==> src/rtl/lc3_ctrl_fsm.sv <==
// lc3_ctrl_fsm: LC3 instruction sequencer.
// Steps one instruction at a time through fetch, decode, execute, memory, writeback and PC update.
module lc3_ctrl_fsm #(
  parameter int unsigned FETCH_LAT = 2,
  parameter logic [7:0]  HALT_VECT = 8'h25
) (
  input  logic        clk,
  input  logic        rst,
  input  logic        start,
  input  logic [15:0] instr_in,
  input  logic        mem_ready,
  output logic        fetch_start,
  output logic [3:0]  opCode_out,
  output logic [8:0]  offset_out,
  output logic [2:0]  br_nzp,
  output logic [15:0] ir,
  output logic        dec_en,
  output logic        exe_en,
  output logic        mem_en,
  output logic        mem_we,
  output logic        wb_en,
  output logic        nzp_en,
  output logic        busy,
  output logic        halted,
  output logic [3:0]  state_out
);

  localparam logic [3:0] OP_BR   = 4'b0000;
  localparam logic [3:0] OP_ADD  = 4'b0001;
  localparam logic [3:0] OP_LD   = 4'b0010;
  localparam logic [3:0] OP_ST   = 4'b0011;
  localparam logic [3:0] OP_AND  = 4'b0101;
  localparam logic [3:0] OP_LDR  = 4'b0110;
  localparam logic [3:0] OP_STR  = 4'b0111;
  localparam logic [3:0] OP_NOT  = 4'b1001;
  localparam logic [3:0] OP_LDI  = 4'b1010;
  localparam logic [3:0] OP_STI  = 4'b1011;
  localparam logic [3:0] OP_JMP  = 4'b1100;
  localparam logic [3:0] OP_LEA  = 4'b1110;
  localparam logic [3:0] OP_TRAP = 4'b1111;

  localparam logic [3:0] LAST_CNT = 4'(FETCH_LAT - 1);

  typedef enum logic [3:0] {
    S_IDLE    = 4'd0,
    S_FETCH   = 4'd1,
    S_DECODE  = 4'd2,
    S_EXECUTE = 4'd3,
    S_MEM1    = 4'd4,
    S_MEM2    = 4'd5,
    S_WB      = 4'd6,
    S_PC_UPD  = 4'd7,
    S_HALT    = 4'd8
  } state_t;

  state_t     state;
  state_t     state_nx;
  logic [3:0] fcnt;
  logic       fetch_last;
  logic       ir_load;
  logic [3:0] op;

  logic       is_ld_dir;
  logic       is_st_dir;
  logic       is_ldi;
  logic       is_sti;
  logic       is_mem;
  logic       is_alu;
  logic       is_halt;

  assign op         = ir[15:12];
  assign fetch_last = (fcnt == LAST_CNT);
  assign ir_load    = (state == S_FETCH) && fetch_last;

  // Opcode classes; everything else (BR, JMP, JSR, RTI, 1101, other TRAPs)
  // falls through to a plain PC update.
  always_comb begin
    is_ld_dir = (op == OP_LD) || (op == OP_LDR);
    is_st_dir = (op == OP_ST) || (op == OP_STR);
    is_ldi    = (op == OP_LDI);
    is_sti    = (op == OP_STI);
    is_mem    = is_ld_dir || is_st_dir || is_ldi || is_sti;
    is_alu    = (op == OP_ADD) || (op == OP_AND) ||
                (op == OP_NOT) || (op == OP_LEA);
    is_halt   = (op == OP_TRAP) && (ir[7:0] == HALT_VECT);
  end

  always_ff @(posedge clk) begin
    if (rst) begin
      state      <= S_IDLE;
      fcnt       <= '0;
      ir         <= '0;
      opCode_out <= '0;
      offset_out <= '0;
      br_nzp     <= '0;
    end else begin
      state <= state_nx;
      if ((state == S_FETCH) && !fetch_last) begin
        fcnt <= fcnt + 4'd1;
      end else begin
        fcnt <= '0;
      end
      if (ir_load) begin
        ir         <= instr_in;
        opCode_out <= instr_in[15:12];
        offset_out <= instr_in[8:0];
        br_nzp     <= instr_in[11:9];
      end
    end
  end

  always_comb begin
    state_nx    = state;
    fetch_start = 1'b0;
    dec_en      = 1'b0;
    exe_en      = 1'b0;
    mem_en      = 1'b0;
    mem_we      = 1'b0;
    wb_en       = 1'b0;
    nzp_en      = 1'b0;
    busy        = 1'b1;
    halted      = 1'b0;
    case (state)
      S_IDLE: begin
        busy = 1'b0;
        if (start) begin
          state_nx = S_FETCH;
        end
      end
      S_FETCH: begin
        if (fetch_last) begin
          state_nx = S_DECODE;
        end
      end
      S_DECODE: begin
        dec_en   = 1'b1;
        state_nx = S_EXECUTE;
      end
      S_EXECUTE: begin
        exe_en = 1'b1;
        unique case (1'b1)
          is_mem:  state_nx = S_MEM1;
          is_alu:  state_nx = S_WB;
          is_halt: state_nx = S_HALT;
          default: state_nx = S_PC_UPD;
        endcase
      end
      S_MEM1: begin
        // For STI this access is the pointer read, hence no write.
        mem_en = 1'b1;
        mem_we = is_st_dir;
        if (mem_ready) begin
          unique case (1'b1)
            is_ldi || is_sti: state_nx = S_MEM2;
            is_ld_dir:        state_nx = S_WB;
            default:          state_nx = S_PC_UPD;
          endcase
        end
      end
      S_MEM2: begin
        mem_en = 1'b1;
        mem_we = is_sti;
        if (mem_ready) begin
          state_nx = is_sti ? S_PC_UPD : S_WB;
        end
      end
      S_WB: begin
        wb_en    = 1'b1;
        nzp_en   = 1'b1;
        state_nx = S_PC_UPD;
      end
      S_PC_UPD: begin
        fetch_start = 1'b1;
        state_nx    = S_FETCH;
      end
      S_HALT: begin
        busy   = 1'b0;
        halted = 1'b1;
      end
      default: begin
        busy     = 1'b0;
        state_nx = S_IDLE;
      end
    endcase
  end

  assign state_out = state;

endmodule

==> config.mk <==
export PLATFORM = sky130hd
export DESIGN_NAME = lc3_ctrl_fsm
export DESIGN_NICKNAME = d
export VERILOG_FILES = /design/src/rtl/lc3_ctrl_fsm.sv
export SDC_FILE = /design/constraint.sdc
export NUM_CORES = 1
export LEC_CHECK = 0
export CORE_AREA = 2 2 65 67
export CTS_CLUSTER_SIZE = 8
export DETAILED_ROUTE_END_ITERATION = 7
export DIE_AREA = 0 0 67 69
export PLACE_DENSITY = 0.74
export SLEW_MARGIN = 20
export SYNTH_ARGS = -nofsm -noshare
export SYNTH_HDL_FRONTEND = slang
export SYNTH_SLANG_ARGS = --single-unit
==> constraint.sdc <==
create_clock -name clk -period 3.3 [get_ports clk]
set_input_delay 0.495 -clock clk [delete_from_list [all_inputs] [get_ports clk]]
set_output_delay 0.495 -clock clk [all_outputs]
set_load 0.02 [all_outputs]
==> key figures <==
Cells and area
  – Layout cells sized above 1: 0.0386
  – Post-route cell area: 0.00186 sq mm
  – Util after Layout: 0.475
  – Area Growth Syn to Fin: 46.7%
  – Antenna diodes: 0
  – Final Net Count: 230

STA
  – Final period util: 0.755
  – Skew final: 2.66 ps
  – Final Hold Viols: 0
  – Max_slew headroom: 0.419
  – Setup TNS: 0 ps
  – Worst-Margin Slew: 868 ps
  – Maximum clock rate: 402 MHz
  – Setup violators final: 0
  – Post-route minimum period: 2490 ps
  – Pins Over Slew Limit: 0
  – RSZ-0062 raised after global routing: no

Synthesis
  – Yosys Warn Count: 0
  – Mean Syn Cell Area: 7.72 sq um
  – Area contributors post-synth: dfxtp_1 (38%), nand2_1 (12%), buf_4 (10%)
  – Main synth FF type: dfxtp_1
  – Post-Syn Area: 0.00127 sq mm
  – Synth Instances: 164
  – Share of flip-flops with an asynchronous set or reset: 0
  – Top cell type by total area after synthesis: dfxtp_1
  – Syn Nets: 186
  – Post-synth top cells: nand2_1 (40), dfxtp_1 (24), a21oi_1 (23)
  – Share of the synthesized area in the top cell type: 0.379
  – EDFF count, synth: 0
  – Part of the Yosys area used for sequential elements: 0.379
  – #FFs+latches synth: 24
  – Distinct cells, synth: 35
  – Most frequent cell after synthesis: nand2_1

Critical path
  – Critical path arrival: 2000 ps
  – Crit path launch: state_out[0]
  – Crit end category: output port
  – Crit Path Category: register to output port
  – Worst R2R Setup Slack: 1270 ps
  – RR Startpoint: fcnt[0]
  – Reg2reg end: offset_out[6]
  – Crit path launch type: register
  – Req. time, crit path: 2800 ps
  – Worst-path maximum fanout: 18
  – R2R cell count: 5

Placement
  – Post-DP HPWL: 2.34 mm
  – Area after DPL: 0.00180 sq mm
  – # port buffers: 64
  – Routability congestion estimate: 0.796

Pwr
  – Fraction of power spent switching nets: 0.337
  – Static leakage: 0.625 nW
  – Power per cell area: 470 mW/mm^2
  – Internal power: 0.579 mW
  – Clock power share: 0.221
  – Switching Power: 0.294 mW
  – VDD IR max: 0.236 mV
  – Pwr Total: 0.872 mW
  – Combinational Power Share: 0.359
  – Sequential share of power: 0.420

CTS
  – PostCTS Resize Cnt: 0
  – Clock Latency Late Sink: 260 ps
  – CTS Buf Count: 3
  – Root buf cell: clkbuf_8
  – CTS Buffer Depth: 2
  – Post-CTS Hold Buffers: 0
  – Setup Buffers After CTS: 0
  – Clock Sinks: 24
  – Clock transition at the registers of the reported paths: 80 ps
  – TritonCTS clock tree: done
  – H-Tree Depth: 1

Global routing
  – Pin count of the biggest net entering global routing: 20
  – Total gr overflow: 0
  – Initial antenna violation count: 0
  – Wire length of the first global-routing pass: 5.09 mm
  – Vias in the first global route: 1137
  – Global-route usage over all layers: 0.137

Worst hold path
  – Hold Startpoint: fcnt[0]
  – Worst Hold Class: register to register
  – WHS Endpoint: fcnt[0]
  – Hold Path Stages: 1

Drt
  – Routed wire per std cell: 12.0 microns
  – Post-DRT Antenna Nets: 0
  – Via-to-Cell Ratio: 4.75
  – Initial DRC count: 7
  – DRC: 0
  – Final WL: 3.09 mm
  – Detailed-route via count: 1220
  – 1st-pass router iterations: 4

Die
  – Die Area: 0.00462 sq mm
  – Die Y: 69 microns
  – Initial Util: 0.324
  – Rows: 23
  – CORE AREA: 0.00391 sq mm
  – Die Wd: 67 microns
  – I/O Pins: 65

Run
  – Max Cap Viol: 0

Status
  – Status: complete, no violations
[state kept, by name, indices dropped and copies added (netlist names)]
| name | flops |
|---|---|
| offset_out | 8 |
| fcnt | 4 |
| opCode_out | 4 |
| state_out | 4 |
| br_nzp | 2 |
| ir | 2 |
[cells by family after synthesis]
family | synth area share
XOR/XNOR | 0.0138
AND/OR/NAND/NOR | 0.278
flip-flops | 0.379
buffers and inverters | 0.140
multiplexers | 0.00889
adder cells (fa/ha/maj) | 0.0198
AO/OA/AOI/OAI | 0.160
[through the flow]
step                      instances  hold WS, ps  worst slack (ps)
after global routing            257          513               650
final                           257          472               809
after global placement          253          450              1100
after floorplan                 164          433              1120
after CTS                       257          479               786
after detailed placement        253          459              1090
[cell type report]
class | instances | area (sq um)
Fill cell | 405 | 2060
Multi-Input combinational cell | 112 | 608
Clock buffer | 4 | 55.1
Sequential cell | 24 | 480
Tap cell | 50 | 62.6
Timing Repair Buffer | 64 | 641
Inverter | 3 | 11.3
[routing by layer]
| metal | vias up | track usage | share of wire |
|---|---|---|---|
| met5 | - | 0 | 0 |
| met4 | 0 | 0.0340 | 0.010 |
| met3 | 4 | 0.0424 | 0.085 |
| met2 | 41 | 0.242 | 0.50 |
| met1 | 559 | 0.155 | 0.41 |
| li1 | 616 | - | - |
[worst max-delay path: stages, from the launching register on]
cell             delay [ps]
dfxtp_1                 640
o21ai_0                 170
nor4_1                  260
clkdlybuf4s50_1         650
[power groups by stage]
stage                     registers (mW)  logic, mW  clock network [mW]
after CTS                          0.366      0.316               0.201
after global routing               0.375      0.338               0.211
after detailed placement           0.373      0.314                   0
after global placement             0.370      0.312                   0
after floorplan                    0.366      0.202                   0
final                              0.366      0.313               0.193
[worst max path at each step]
stage / end / slack [ps] / depth (start not counted)
final: mem_we / 810 / 3
after global routing: mem_we / 650 / 3
after CTS: mem_we / 790 / 3
after detailed placement: mem_we / 1090 / 3
after global placement: mem_we / 1100 / 3
after floorplan: mem_we / 1120 / 4
[cells in the final DEF (no fill, tap or decap), types with 2 or more instances in the layout]
cell	instances
nand3_1	2
nand2b_1	3
a21oi_1	23
clkdlybuf4s50_1	64
inv_1	3
dfxtp_1	24
nor2_1	10
or3_1	2
o21ai_0	6
clkbuf_8	4
nor3_1	3
nand2_1	40
a211o_1	2
ha_1	2
(Power assumes the default switching activity.)
